File: config.mk
export PLATFORM = sky130hd
export DESIGN_NAME = i2s_receiver
export DESIGN_NICKNAME = d
export VERILOG_FILES = /design/src/rtl/i2s_pkg.sv /design/src/rtl/i2s_sync_edge.sv /design/src/rtl/i2s_receiver.sv
export SDC_FILE = /design/constraint.sdc
export NUM_CORES = 1
export LEC_CHECK = 0
export CORE_ASPECT_RATIO = 1.75
export CORE_MARGIN = 2
export CORE_UTILIZATION = 55
export CTS_BUF_LIST = sky130_fd_sc_hd__clkbuf_4
export DETAILED_ROUTE_END_ITERATION = 10
export PLACE_DENSITY = 0.78
export SYNTH_ARGS = -nofsm -noshare
export SYNTH_HDL_FRONTEND = slang
export SYNTH_SLANG_ARGS = --single-unit
File: constraint.sdc
create_clock -name clk -period 6.9 [get_ports clk]
set_input_delay 1.725 -clock clk [delete_from_list [all_inputs] [get_ports clk]]
set_output_delay 1.725 -clock clk [all_outputs]
set_load 0.02 [all_outputs]
File: src/rtl/i2s_pkg.sv
// Shared I2S definitions: sample-size codes, word-select levels and the
// code-to-bit-count decode used by both the transmitter and the receiver.
package i2s_pkg;

    localparam logic [3:0] S_8BIT  = 4'd0;
    localparam logic [3:0] S_12BIT = 4'd1;
    localparam logic [3:0] S_16BIT = 4'd3;
    localparam logic [3:0] S_32BIT = 4'd4;

    localparam logic WS_LEFT  = 1'b0;
    localparam logic WS_RIGHT = 1'b1;

    // Reserved codes fall back to 16-bit words.
    function automatic logic [5:0] size_to_bits(input logic [3:0] code);
        logic [5:0] bits;
        case (code)
            S_8BIT:  bits = 6'd8;
            S_12BIT: bits = 6'd12;
            S_16BIT: bits = 6'd16;
            S_32BIT: bits = 6'd32;
            default: bits = 6'd16;
        endcase
        return bits;
    endfunction

endpackage

File: src/rtl/i2s_sync_edge.sv
// Multi-flop synchroniser with registered rise/fall detection. The level
// output is delayed one extra flop so it lines up with the edge strobes:
// data sampled through this block is coherent with a strobe from a sibling.
module i2s_sync_edge #(
    parameter int unsigned STAGES = 2
) (
    input  logic clk,
    input  logic rst,
    input  logic din,
    output logic level,
    output logic rise,
    output logic fall
);

    logic [STAGES-1:0] sync_q;
    logic              prev_q;
    logic              rise_q;
    logic              fall_q;

    // Synchroniser chain, history flop and edge strobes.
    always_ff @(posedge clk) begin
        if (rst) begin
            sync_q <= '0;
            prev_q <= 1'b0;
            rise_q <= 1'b0;
            fall_q <= 1'b0;
        end else begin
            sync_q[0] <= din;
            for (int i = 1; i < int'(STAGES); i++) begin
                sync_q[i] <= sync_q[i-1];
            end
            prev_q <= sync_q[STAGES-1];
            rise_q <= sync_q[STAGES-1] & ~prev_q;
            fall_q <= ~sync_q[STAGES-1] & prev_q;
        end
    end

    assign level = prev_q;
    assign rise  = rise_q;
    assign fall  = fall_q;

endmodule

File: src/rtl/i2s_receiver.sv
// I2S (Philips) capture: synchronises SCK/WS/SD into clk, deserialises
// left/right words MSB-first with the one-bit WS delay, and presents
// sign-extended stereo pairs on a valid/ready interface.
module i2s_receiver
    import i2s_pkg::*;
#(
    parameter int unsigned MAX_BITS    = 32,
    parameter int unsigned SYNC_STAGES = 2
) (
    input  logic                clk,
    input  logic                rst,
    input  logic                enable,
    input  logic [3:0]          sample_size,
    input  logic                sck_in,
    input  logic                ws_in,
    input  logic                sd_in,
    output logic [MAX_BITS-1:0] sample_left,
    output logic [MAX_BITS-1:0] sample_right,
    output logic                sample_valid,
    input  logic                sample_ready,
    output logic                overrun,
    output logic                frame_error
);

    typedef enum logic [1:0] {StIdle, StSync, StLeft, StRight} state_e;

    state_e              state_q, state_d;
    logic                bit_tick, ws_s, sd_s;
    logic                ws_prev_q, ws_prev_d;
    logic [MAX_BITS-1:0] shift_q, shift_d;
    logic [MAX_BITS-1:0] stage_q, stage_d;
    logic [MAX_BITS-1:0] left_q, left_d;
    logic [MAX_BITS-1:0] right_q, right_d;
    logic [5:0]          cnt_q, cnt_d;
    logic [5:0]          len_q, len_d;
    logic                left_ok_q, left_ok_d;
    logic                valid_q, valid_d;
    logic                overrun_q, overrun_d;
    logic                ferr_q, ferr_d;

    logic                ws_change, capture, emit, load;
    logic [MAX_BITS-1:0] shift_nxt;
    logic [5:0]          cnt_nxt;

    logic unused_sck_level, unused_sck_fall;
    logic unused_ws_rise, unused_ws_fall, unused_sd_rise, unused_sd_fall;

    i2s_sync_edge #(.STAGES(SYNC_STAGES)) u_sync_sck (
        .clk   (clk),
        .rst   (rst),
        .din   (sck_in),
        .level (unused_sck_level),
        .rise  (bit_tick),
        .fall  (unused_sck_fall)
    );

    i2s_sync_edge #(.STAGES(SYNC_STAGES)) u_sync_ws (
        .clk   (clk),
        .rst   (rst),
        .din   (ws_in),
        .level (ws_s),
        .rise  (unused_ws_rise),
        .fall  (unused_ws_fall)
    );

    i2s_sync_edge #(.STAGES(SYNC_STAGES)) u_sync_sd (
        .clk   (clk),
        .rst   (rst),
        .din   (sd_in),
        .level (sd_s),
        .rise  (unused_sd_rise),
        .fall  (unused_sd_fall)
    );

    // Replicate bit n-1 into every bit at or above n.
    function automatic logic [MAX_BITS-1:0] sign_extend(input logic [MAX_BITS-1:0] v,
                                                        input logic [5:0]          n);
        logic [MAX_BITS-1:0] hi_mask;
        logic [MAX_BITS-1:0] top_mask;
        hi_mask  = {MAX_BITS{1'b1}} << n;
        top_mask = {{(MAX_BITS-1){1'b0}}, 1'b1} << (n - 6'd1);
        return (|(v & top_mask)) ? (v | hi_mask) : v;
    endfunction

    // Next-state: word framing, capture, pair emission and pulse outputs.
    always_comb begin
        state_d   = state_q;
        ws_prev_d = ws_prev_q;
        shift_d   = shift_q;
        stage_d   = stage_q;
        left_d    = left_q;
        right_d   = right_q;
        cnt_d     = cnt_q;
        len_d     = len_q;
        left_ok_d = left_ok_q;
        valid_d   = valid_q;
        overrun_d = 1'b0;
        ferr_d    = 1'b0;
        emit      = 1'b0;
        load      = 1'b0;

        ws_change = ws_s != ws_prev_q;
        // Bits beyond N are padding and leave the shifter alone.
        capture   = cnt_q < len_q;
        shift_nxt = capture ? {shift_q[MAX_BITS-2:0], sd_s} : shift_q;
        cnt_nxt   = capture ? cnt_q + 6'd1 : cnt_q;

        if (bit_tick) begin
            ws_prev_d = ws_s;
        end

        // On a WS-change tick, SD still belongs to the old word (one-bit delay).
        unique case (state_q)
            StIdle: begin
                if (enable) begin
                    state_d = StSync;
                    len_d   = size_to_bits(sample_size);
                end
            end
            StSync: begin
                if (bit_tick && ws_change && ws_s == WS_LEFT) begin
                    state_d = StLeft;
                    shift_d = '0;
                    cnt_d   = '0;
                end
            end
            StLeft: begin
                if (bit_tick) begin
                    if (ws_change && ws_s == WS_RIGHT) begin
                        if (cnt_nxt == len_q) begin
                            stage_d   = shift_nxt;
                            left_ok_d = 1'b1;
                        end else begin
                            ferr_d    = 1'b1;
                            left_ok_d = 1'b0;
                        end
                        state_d = StRight;
                        shift_d = '0;
                        cnt_d   = '0;
                    end else begin
                        shift_d = shift_nxt;
                        cnt_d   = cnt_nxt;
                    end
                end
            end
            StRight: begin
                if (bit_tick) begin
                    if (capture && cnt_nxt == len_q && left_ok_q) begin
                        emit = 1'b1;
                    end
                    if (ws_change && ws_s == WS_LEFT) begin
                        if (cnt_nxt != len_q) begin
                            ferr_d = 1'b1;
                        end
                        state_d   = StLeft;
                        shift_d   = '0;
                        cnt_d     = '0;
                        left_ok_d = 1'b0;
                    end else begin
                        shift_d = shift_nxt;
                        cnt_d   = cnt_nxt;
                    end
                end
            end
            default: state_d = StIdle;
        endcase

        // Disable drops any partial word but leaves the output side alone.
        if (!enable) begin
            state_d   = StIdle;
            shift_d   = '0;
            cnt_d     = '0;
            left_ok_d = 1'b0;
            ferr_d    = 1'b0;
            emit      = 1'b0;
        end

        load = emit && (!valid_q || sample_ready);
        if (load) begin
            left_d  = sign_extend(stage_q, len_q);
            right_d = sign_extend(shift_nxt, len_q);
            valid_d = 1'b1;
        end else begin
            if (valid_q && sample_ready) begin
                valid_d = 1'b0;
            end
            if (emit) begin
                overrun_d = 1'b1;
            end
        end
    end

    // State and datapath registers.
    always_ff @(posedge clk) begin
        if (rst) begin
            state_q   <= StIdle;
            ws_prev_q <= 1'b0;
            shift_q   <= '0;
            stage_q   <= '0;
            left_q    <= '0;
            right_q   <= '0;
            cnt_q     <= '0;
            len_q     <= '0;
            left_ok_q <= 1'b0;
            valid_q   <= 1'b0;
            overrun_q <= 1'b0;
            ferr_q    <= 1'b0;
        end else begin
            state_q   <= state_d;
            ws_prev_q <= ws_prev_d;
            shift_q   <= shift_d;
            stage_q   <= stage_d;
            left_q    <= left_d;
            right_q   <= right_d;
            cnt_q     <= cnt_d;
            len_q     <= len_d;
            left_ok_q <= left_ok_d;
            valid_q   <= valid_d;
            overrun_q <= overrun_d;
            ferr_q    <= ferr_d;
        end
    end

    assign sample_left  = left_q;
    assign sample_right = right_q;
    assign sample_valid = valid_q;
    assign overrun      = overrun_q;
    assign frame_error  = ferr_q;

endmodule
==> results.toml <==
[status]
status = "complete, no violations"

[timing]
rsz0062_at_grt = "false"
max_slew.worst_pin.slew_ns = 1.246
fin_crit_sh_pct = 63.33
clock-skew-final_ns = 0.01961
max_freq_mhz = 228.8
drv_slew = 0
hold_viol = 0
slew_headroom_pct = 16.66
fin_hold_ws_ns = 0.3969
final.setup.tns_ns = 0
finalSetupViolations = 0
post-route-min-period_ns = 4.370

[global_route]
grt_max_degree = 88
grt_util_all_layers_pct = 26.95
antenna_found_initial = 1
grt_pass1_wl_mm = 30.62
overflow = 0
grt_pass1_vias = 6237

[cells_and_area]
drive_above_1_share_pct = 7.545
num-nets-final = 894
syn_to_final_growth_pct = 13.54

[placement]
dp_hpwl_mm = 12.73
place_congestion = 0.9122
portBuffers = 77

[synthesis]
syn_area_sq_mm = 0.007086
ys_seq_elements = 155
synthFlopType = "dfxtp_1"
synth.most_common_cell = "dfxtp_1"
synthTopCellsByArea = "dfxtp_1 (44%), a21oi_1 (6.8%), nand2_1 (5.5%), a211oi_1 (5.3%), nor4_1 (4.4%)"
ys_types = 50
syn_inst = 852
synth_top_area_cell = "dfxtp_1"
ys_seq_area_share_pct = 43.79
synth_nets = 871
async_flop_share_pct = 0
synth_top_area_share_pct = 43.79
syn_avg_cell_area_sq_um = 8.316
yosys_warnings = 0
synth_commonest_cells = "dfxtp_1 (155), nand2_1 (104), a21oi_1 (96)"
synth_edf_count = 0

[die]
ios = 78
die_w_um = 89.80
fp.dieH_um = 154.2
coreArea_sq_mm = 0.01250
num_rows = 54
dieArea_sq_mm = 0.01384
initial_core_util_pct = 56.69

[clock_network]
cts_tree = "done"
clk-insertion-delay-late_ns = 0.57
clk_pin_slew_ns = 0.13
cts_buffers = 17
cts_root_buffer = "clkbuf_4"
cts_buffer_depth = 2
htreeDepth = 4
cts_hold_repair.buffers = 0
cts_setup_buffers = 0
cts.sink_count = 155
post_cts_resized = 0

[power_and_ir_drop]
p_per_area_mw_per_mm2 = 200.4
power.total_mw = 1.612
p_leak_nw = 2.592
ir_drop_mv = 0.1225

[setup_path]
start_kind = "input port"
reg2reg_slack_ns = 2.59
worstSetupPathType = "input port to flop"
end_kind = "flop"
crit_arrival_ns = 4.80
critPathRequiredTime_ns = 7.33
path_max_fanout = 26

[drt]
initialDrtViolationCount = 741
viasPerCell = 6.374
drt_pass1_iterations = 6
postRouteAntennaNets = 0
wire_per_inst_um = 17.90
wirelength_mm = 18.92
drc = 0
route.vias.total = 6737

[worst_hold_path]
hp-class = "flop to flop"

[run]
maxCapViolations = 0
-- final timing paths --
kind	endpoint	start	depth (start not counted)
setup / recovery	sample_left[23]	enable	7
hold / removal	u_sync_sck.rise	u_sync_sck.level	1
setup reg to reg	sample_left[23]	len_q[5]	8
hold reg to reg	u_sync_sck.rise	u_sync_sck.level	1
-- worst max-delay path: stages --
cell	delay, ns
clkdlybuf4s50_1	0.51
nand2_1	0.06
or3_1	0.32
nor3_1	0.24
nand4_1	0.90
a211oi_1	0.85
a211oi_1	0.17
-- routing by layer --
layer | wire [um] | global-route usage [%]
met1 | 7407 | 31.98
met2 | 9646 | 47.58
met3 | 1290 | 4.410
met4 | 571 | 12.38
met5 | 0 | 0
-- cell type report --
type                       instances  area [sq um]
timing repair buffer              85         828.3
sequential                       155          3103
tap                              168         210.2
multi-input combinational        595          3527
inverter                          21         78.83
clock inverter                    14         160.2
antenna                            1         2.502
fill                            1103          4454
clock buffer                      18         135.1
-- registers in the layout, summed over array words and instances, names as in the netlist, 2 cells and up --
name               count
sample_left           32
stage_q               32
shift_q               32
u_sync_ws.sync_q       2
u_sync_sck.sync_q      2
u_sync_sd.sync_q       2
sample_right          32
len_q                  4
cnt_q                  6
state_q                2
-- cell families after synthesis --
kind of cell,synth area share [%]
simple gates,21.44
flops,43.79
mux,2.472
fa+ha+maj,1.413
compound gates,23.61
buf+inv,6.657
xor+xnor,0.6180
-- power breakdown --
part           total (mW)  switching, mW  internal, mW
clock network       0.574          0.348         0.226
registers           0.904        0.00533         0.898
logic               0.134          0.102        0.0324
total                1.61          0.455          1.16
-- cell usage in the layout, fill, tap and decap left out, drive strengths merged, types with 7 or more instances in the layout --
cell	netlist	final
nor3	51	51
dfxtp	155	155
nor4	50	50
a21oi	96	96
nor2b	14	14
mux2i	13	13
a311oi	7	7
inv	21	26
clkdlybuf4s50	0	76
a211oi	64	64
nor2	64	64
buf	39	9
clkbuf	42	18
a22oi	34	34
nand2	104	104
a31oi	26	26
ha	8	8
-- through the flow --
| step | worst slack, ns | utilization [%] | cells | cell area (sq um) |
|---|---|---|---|---|
| floorplan | 3.484 | - | 852 | 7086 |
| global placement | 2.125 | 61.98 | 1024 | 7747 |
| detailed placement | 1.999 | 61.98 | 1024 | 7747 |
| CTS | 2.607 | 64.34 | 1056 | 8043 |
| global route | 2.226 | 64.36 | 1057 | 8045 |
| finish | 2.530 | 64.36 | 1057 | 8045 |
No activity file was read; power rests on OpenSTA's default activity.
